File: config.mk
export PLATFORM = sky130hd
export DESIGN_NAME = branch_predictor_flat
export DESIGN_NICKNAME = d
export VERILOG_FILES = /design/src/rtl/branch_predictor_if.sv /design/src/rtl/branch_predictor.sv /design/src/flat_wrapper.sv
export SDC_FILE = /design/constraint.sdc
export NUM_CORES = 1
export LEC_CHECK = 0
export BUFFER_PORTS_ARGS = -buffer_cell sky130_fd_sc_hd__buf_2
export CAP_MARGIN = 10
export CORE_ASPECT_RATIO = 1.2
export CORE_MARGIN = 2
export CORE_UTILIZATION = 45
export DETAILED_ROUTE_END_ITERATION = 10
export GPL_TIMING_DRIVEN = 0
export PLACE_DENSITY = 0.63
export SLEW_MARGIN = 20
export SYNTH_ARGS = -nofsm -noshare
export SYNTH_HDL_FRONTEND = slang
export SYNTH_SLANG_ARGS = --single-unit
File: constraint.sdc
create_clock -name clk -period 4.8 [get_ports clk]
set_input_delay 0.96 -clock clk [delete_from_list [all_inputs] [get_ports clk]]
set_output_delay 0.96 -clock clk [all_outputs]
set_load 0.01 [all_outputs]
File: src/rtl/branch_predictor_if.sv
// branch_predictor_if: lookup, training and statistics bundle for branch_predictor; BP_GSHARE_EN adds the history signals
interface branch_predictor_if #(
  parameter int CRAM_ADDR_W = 15,
  parameter int STAT_W = 16
`ifdef BP_GSHARE_EN
  , parameter int HIST_W = 6
`endif
);
  logic ce, bp_enable, lookup_valid, take_flag, upd_valid, upd_taken, upd_pred, clear_stats;
  logic [CRAM_ADDR_W-1:0] lookup_pc, upd_pc;
  logic [STAT_W-1:0] o_lookup_count, o_mispredict_count;
`ifdef BP_GSHARE_EN
  logic [HIST_W-1:0] o_lookup_hist, upd_hist;
  modport master(output ce, bp_enable, lookup_valid, lookup_pc, upd_valid, upd_pc, upd_taken, upd_pred, clear_stats, upd_hist,
                 input take_flag, o_lookup_count, o_mispredict_count, o_lookup_hist);
  modport slave(input ce, bp_enable, lookup_valid, lookup_pc, upd_valid, upd_pc, upd_taken, upd_pred, clear_stats, upd_hist,
                output take_flag, o_lookup_count, o_mispredict_count, o_lookup_hist);
`else
  modport master(output ce, bp_enable, lookup_valid, lookup_pc, upd_valid, upd_pc, upd_taken, upd_pred, clear_stats,
                 input take_flag, o_lookup_count, o_mispredict_count);
  modport slave(input ce, bp_enable, lookup_valid, lookup_pc, upd_valid, upd_pc, upd_taken, upd_pred, clear_stats,
                output take_flag, o_lookup_count, o_mispredict_count);
`endif
endinterface

File: src/rtl/branch_predictor.sv
// branch_predictor: 2-bit saturating-counter BHT with combinational lookup and saturating stats; BP_GSHARE_EN adds gshare history indexing
module branch_predictor #(
  parameter int CRAM_ADDR_W = 15,
  parameter int BHT_ENTRIES = 64,
  parameter int INDEX_LSB = 2,
  parameter logic [1:0] INIT_STATE = 2'b01,
  parameter int STAT_W = 16
) (
  input logic clk,
  input logic nrst,
  branch_predictor_if.slave bp
);
  localparam int IW = $clog2(BHT_ENTRIES);
  logic [1:0] ctr [BHT_ENTRIES];
  logic [IW-1:0] l_idx, u_idx;
  logic [STAT_W-1:0] lc, mc;
  logic upd;
  // PC bits outside the index field are intentionally ignored (untagged table)
  logic [CRAM_ADDR_W-1:0] unused_pc;
  assign unused_pc = bp.lookup_pc ^ bp.upd_pc;
  assign upd = bp.upd_valid & bp.ce;
`ifdef BP_GSHARE_EN
  logic [IW-1:0] ghr;
  assign l_idx = bp.lookup_pc[INDEX_LSB +: IW] ^ ghr;
  assign u_idx = bp.upd_pc[INDEX_LSB +: IW] ^ bp.upd_hist;
  assign bp.o_lookup_hist = ghr;
  // global history shifts in each registered branch outcome
  always_ff @(posedge clk or negedge nrst)
    if (!nrst) ghr <= '0;
    else if (upd) ghr <= {ghr[IW-2:0], bp.upd_taken};
`else
  assign l_idx = bp.lookup_pc[INDEX_LSB +: IW];
  assign u_idx = bp.upd_pc[INDEX_LSB +: IW];
`endif
  // lookup reads the pre-update table, so a same-cycle update is not forwarded
  assign bp.take_flag = bp.bp_enable & bp.lookup_valid & ctr[l_idx][1];
  // saturating 2-bit counter training of the resolved branch's entry
  always_ff @(posedge clk or negedge nrst)
    if (!nrst) for (int i = 0; i < BHT_ENTRIES; i++) ctr[i] <= INIT_STATE;
    else if (upd) ctr[u_idx] <= bp.upd_taken ? (&ctr[u_idx] ? 2'b11 : ctr[u_idx] + 2'b01)
                                             : (~|ctr[u_idx] ? 2'b00 : ctr[u_idx] - 2'b01);
  // debug statistics: saturating, clear wins over increment, frozen while halted
  always_ff @(posedge clk or negedge nrst)
    if (!nrst) begin
      lc <= '0;
      mc <= '0;
    end else if (bp.ce) begin
      lc <= bp.clear_stats ? '0 : lc + STAT_W'(bp.lookup_valid && !(&lc));
      mc <= bp.clear_stats ? '0 : mc + STAT_W'(bp.upd_valid && (bp.upd_pred != bp.upd_taken) && !(&mc));
    end
  assign bp.o_lookup_count = lc;
  assign bp.o_mispredict_count = mc;
endmodule

File: src/flat_wrapper.sv
// flat-port wrapper written by rule: the top's interface ports become plain ports
module branch_predictor_flat 
#(
  parameter int CRAM_ADDR_W = 15,
  parameter int BHT_ENTRIES = 64,
  parameter int INDEX_LSB = 2,
  parameter logic [1:0] INIT_STATE = 2'b01,
  parameter int STAT_W = 16
)
  (clk, nrst, bp_ce, bp_bp_enable, bp_lookup_valid, bp_lookup_pc, bp_upd_valid, bp_upd_pc, bp_upd_taken, bp_upd_pred, bp_clear_stats, bp_take_flag, bp_o_lookup_count, bp_o_mispredict_count);
  branch_predictor_if #(.CRAM_ADDR_W(CRAM_ADDR_W), .STAT_W(STAT_W)) bp_i ();
  input logic clk;
  input logic nrst;
  input wire logic [$bits(bp_i.ce)-1:0] bp_ce;
  input wire logic [$bits(bp_i.bp_enable)-1:0] bp_bp_enable;
  input wire logic [$bits(bp_i.lookup_valid)-1:0] bp_lookup_valid;
  input wire logic [$bits(bp_i.lookup_pc)-1:0] bp_lookup_pc;
  input wire logic [$bits(bp_i.upd_valid)-1:0] bp_upd_valid;
  input wire logic [$bits(bp_i.upd_pc)-1:0] bp_upd_pc;
  input wire logic [$bits(bp_i.upd_taken)-1:0] bp_upd_taken;
  input wire logic [$bits(bp_i.upd_pred)-1:0] bp_upd_pred;
  input wire logic [$bits(bp_i.clear_stats)-1:0] bp_clear_stats;
  output wire logic [$bits(bp_i.take_flag)-1:0] bp_take_flag;
  output wire logic [$bits(bp_i.o_lookup_count)-1:0] bp_o_lookup_count;
  output wire logic [$bits(bp_i.o_mispredict_count)-1:0] bp_o_mispredict_count;
  assign bp_i.ce = bp_ce;
  assign bp_i.bp_enable = bp_bp_enable;
  assign bp_i.lookup_valid = bp_lookup_valid;
  assign bp_i.lookup_pc = bp_lookup_pc;
  assign bp_i.upd_valid = bp_upd_valid;
  assign bp_i.upd_pc = bp_upd_pc;
  assign bp_i.upd_taken = bp_upd_taken;
  assign bp_i.upd_pred = bp_upd_pred;
  assign bp_i.clear_stats = bp_clear_stats;
  assign bp_take_flag = bp_i.take_flag;
  assign bp_o_lookup_count = bp_i.o_lookup_count;
  assign bp_o_mispredict_count = bp_i.o_mispredict_count;
  branch_predictor #(.CRAM_ADDR_W(CRAM_ADDR_W), .BHT_ENTRIES(BHT_ENTRIES), .INDEX_LSB(INDEX_LSB), .INIT_STATE(INIT_STATE), .STAT_W(STAT_W)) u_core (.clk(clk), .nrst(nrst), .bp(bp_i));
endmodule
==> key figures <==
Power and ir drop
  • Power density relative to cell area: 352 mW/mm2
  • Leakage: 3.99 nW
  • Max rail drop VDD: 0.000310 V

Clocking
  • Maximum count of clock buffers along a single path: 2
  • Post-CTS clock slew at the launch and capture registers of the worst setup and hold paths: 0.07 ns
  • CTS resizes: 1
  • Level count of the clock H-tree: 4
  • Latest clock arrival within the worst-skew pair: 0.44 ns
  • Total clock buffers created by CTS: 17
  • Clock Sinks: 160
  • Setup fix buffers added after clock tree synthesis: 0
  • Cell chosen for the clock root: sky130_fd_sc_hd__clkbuf_16
  • TritonCTS clock tree: yes
  • Count of hold-fix buffers inserted at cts: 0

Critical path
  • Critical Path Sink Type: output port
  • Cells traversed along the worst timing path: buf_2 > buf_2 > mux4_2 > mux4_2 > mux4_2 > and3_1 > buf_2
  • Endpoint of the worst-slack reg-to-reg timing path: u_core.bp.o_lookup_count[10]
  • Startpoint type of the worst setup path: primary input
  • Worst R2R Path Depth: 11
  • Class of the most critical setup path: primary input to output port
  • Worst setup startpoint: bp_lookup_pc[2]
  • Cell type of the slowest stage on the worst timing path: sky130_fd_sc_hd__mux4_2
  • Start of the worst register-to-register path: u_core.bp.o_lookup_count[6]
  • Arrival time reported for the critical path endpoint: 3.70 ns
  • Critical path's largest stage delay: 0.60 ns
  • Worst setup endpoint: bp_take_flag
  • Reg-to-reg slack, setup: 1.96 ns
  • Required arrival time at the worst endpoint: 3.84 ns
  • Worst Path Max Fanout: 10

Logic synthesis
  • Fraction of the mapped netlist area in compound gates: 0.167
  • Most numerous cell types in the synthesized netlist: 218 x sky130_fd_sc_hd__nand2_1, 118 x sky130_fd_sc_hd__o31ai_1, 96 x sky130_fd_sc_hd__dfrtp_1
  • Post-Syn Area per Cell: 10.3 um2
  • Mux cell area share after synthesis: 0.117
  • Dominant synthesized flop cell: sky130_fd_sc_hd__dfrtp_1
  • Async SR Flop Fraction: 1.00
  • Synth Instances: 850
  • Sequential share of the synthesized area: 0.465
  • Biggest area consumer among synthesized cells: sky130_fd_sc_hd__dfrtp_1
  • Total standard cell area after synthesis: 0.00879 mm2
  • Number of flops mapped to enable cells by yosys: 0
  • Net Count, Synth: 893
  • Number of different library cells in the post-synthesis netlist: 60
  • Xor-xnor portion of the synthesized cell area: 0.0189
  • Ranking of synthesized cells by area: sky130_fd_sc_hd__dfrtp_1 27%, sky130_fd_sc_hd__dfstp_2 19%, sky130_fd_sc_hd__o31ai_1 10%
  • Area share of and/or/nand/nor cells after synthesis: 0.180
  • Most common cell in the netlist: sky130_fd_sc_hd__nand2_1
  • Yosys Warn Count: 0
  • Arithmetic-cell share of the synthesized area counting full adders, half adders and majority gates: 0.00570
  • Combinational family with the most area after synthesis: simple AND/OR/NAND/NOR gates
  • Fraction of synthesized cell area taken by the top area cell type: 0.273
  • #FFs+latches synth: 160

Routing
  • Total vias in the final route: 7093
  • Post-route DRC: 0
  • Number of iterations in the first detailed-routing pass: 5
  • Number of nets still failing antenna checks after routing: 0
  • Detail-routed net length per standard cell: 21.5 um
  • Detailed router's first-iteration violation count: 613
  • Aggregate routed wire length: 25.7 mm
  • Via density per instance: 5.94

STA
  • Fraction of the cycle the final worst path needs: 0.970
  • Remaining max-slew budget at the tightest pin: 0.203
  • Top achievable clock speed: 0.215 GHz
  • Setup repair after global routing missed its margin: false
  • Min Hold Slack: 0.397 ns
  • Post-Route Skew: 0.0103 ns
  • Slew at the pin closest to its max-slew limit: 1.19 ns
  • Crit path time final: 4.66 ns
  • Count of pins over their slew limit: 0
  • Worst setup slack after layout: 0.142 ns
  • Hold Vio Cnt, Final: 0
  • Number of failing setup endpoints in the final timing report: 0

Final layout
  • Number of filler cells placed in the layout: 1764
  • Post-Route Utilization: 0.521
  • Fraction of layout cells with a size suffix above 1: 0.272
  • Layout overhead on the synthesized area: 14.8%
  • Area taken by flip-flops and latches: 0.00408 mm2
  • Net count, final: 964
  • Area of the multi-input gates: 0.00431 mm2
  • Ant. Diodes: 0

Die
  • Full die area: 0.0207 mm2
  • Starting utilization of the core area: 0.454
  • Placement Rows: 56
  • Core area: 0.0193 mm2
  • Number of top-level pins: 72
  • Die Span Y: 157 um
  • X dimension of the die: 132 um

Global route
  • Number of global-route vias before repair: 7072
  • Initial antenna violation count: 0
  • All-layer global routing usage: 0.262
  • Wire length of the first global-routing pass: 40.9 mm
  • Total overflow reported by the global router: 0
  • Pin count of the biggest net entering global routing: 59

Placed design
  • Pre-CTS setup slack: -0.0759 ns
  • Half-perimeter wire length after placement: 17.8 mm
  • Port-buffer cells: 48
  • Routability congestion estimate from global placement: 0.885

Status
  • Result of the run: completed

Hold path
  • Type of the worst min-delay path: primary input to asynchronous set/reset pin

Job
  • Reported max-cap violation count: 0
[cell families (layout without fill, tap and decap cells)]
logic type | Yosys count | count (layout)
buffers and inverters | 74 | 158
AO/OA/AOI/OAI | 194 | 194
multiplexers | 55 | 55
flip-flops | 160 | 160
AND/OR/NAND/NOR | 344 | 344
XOR/XNOR | 19 | 19
adder cells (fa/ha/maj) | 4 | 4
[critical path: cells and delay by family]
kind | cells | cell delay [ns]
muxes | 3 | 1.67
buffers and inverters | 3 | 0.85
and+or+nand+nor | 1 | 0.20
[state kept, by name, indices dropped and copies added (netlist names)]
register and flops:
u_core.bp.o_lookup_count 16, u_core.bp.o_mispredict_count 16, u_core.ctr 128
[layout make-up]
| type | count | share of cell area |
|---|---|---|
| inverter | 11 | 0.00409 |
| clock inverter | 14 | 0.0187 |
| sequential | 160 | 0.405 |
| multi-input combinational | 616 | 0.428 |
| buffer | 63 | 0.0362 |
| clock buffer | 18 | 0.0435 |
| tap | 261 | 0.0324 |
| timing repair buffer | 52 | 0.0325 |
[stage by stage]
stage                     total power [W]  instance area (um2)  instances  setup TNS (ns)
after global routing              0.00368                10100       1195               0
after global placement            0.00206                 9350       1159         -0.0312
after detailed placement          0.00208                 9460       1163         -0.0759
after CTS                         0.00356                10100       1195               0
final                             0.00355                10100       1195               0
after floorplan                   0.00189                 8790        850               0
[per-layer routing]
layer | up-vias | part of all wire | track usage
met5 | - | 0 | 0
met4 | 0 | 0.043 | 0.138
met3 | 73 | 0.058 | 0.0438
met2 | 286 | 0.47 | 0.426
met1 | 3464 | 0.42 | 0.340
li1 | 3270 | - | -
[report_power, final]
| group | internal, W | switching (W) |
|---|---|---|
| clock | 0.000853 | 0.000631 |
| combinational | 0.000189 | 0.000297 |
| sequential | 0.00149 | 0.0000820 |
| total | 0.00254 | 0.00101 |
[cells in the final DEF, fill, tap and decap left out, types with 13 or more instances in the layout]
cell type,count
sky130_fd_sc_hd__nor2_1,31
sky130_fd_sc_hd__mux4_2,38
sky130_fd_sc_hd__clkbuf_16,17
sky130_fd_sc_hd__a21oi_1,21
sky130_fd_sc_hd__clkbuf_1,22
sky130_fd_sc_hd__mux2i_1,13
sky130_fd_sc_hd__nand3b_1,14
sky130_fd_sc_hd__nand3_1,15
sky130_fd_sc_hd__buf_2,71
sky130_fd_sc_hd__nand2_1,218
sky130_fd_sc_hd__dfrtp_1,96
sky130_fd_sc_hd__dfstp_2,64
sky130_fd_sc_hd__o31ai_1,118
sky130_fd_sc_hd__buf_6,13
[worst min path at each step]
stage / to / depth (start not counted) / slack, ns / from
finish: u_core.bp.o_lookup_count[10] / 1 / 0.40 / nrst
global route: u_core.bp.o_lookup_count[8] / 1 / 0.42 / nrst
CTS: u_core.bp.o_lookup_count[10] / 1 / 0.42 / nrst
detailed placement: u_core.ctr[60] / 2 / 0.46 / u_core.ctr[60]
global placement: u_core.ctr[122] / 2 / 0.46 / u_core.ctr[122]
floorplan: u_core.ctr[58] / 2 / 0.45 / u_core.ctr[58]
Power figures use the tool's default switching activity.
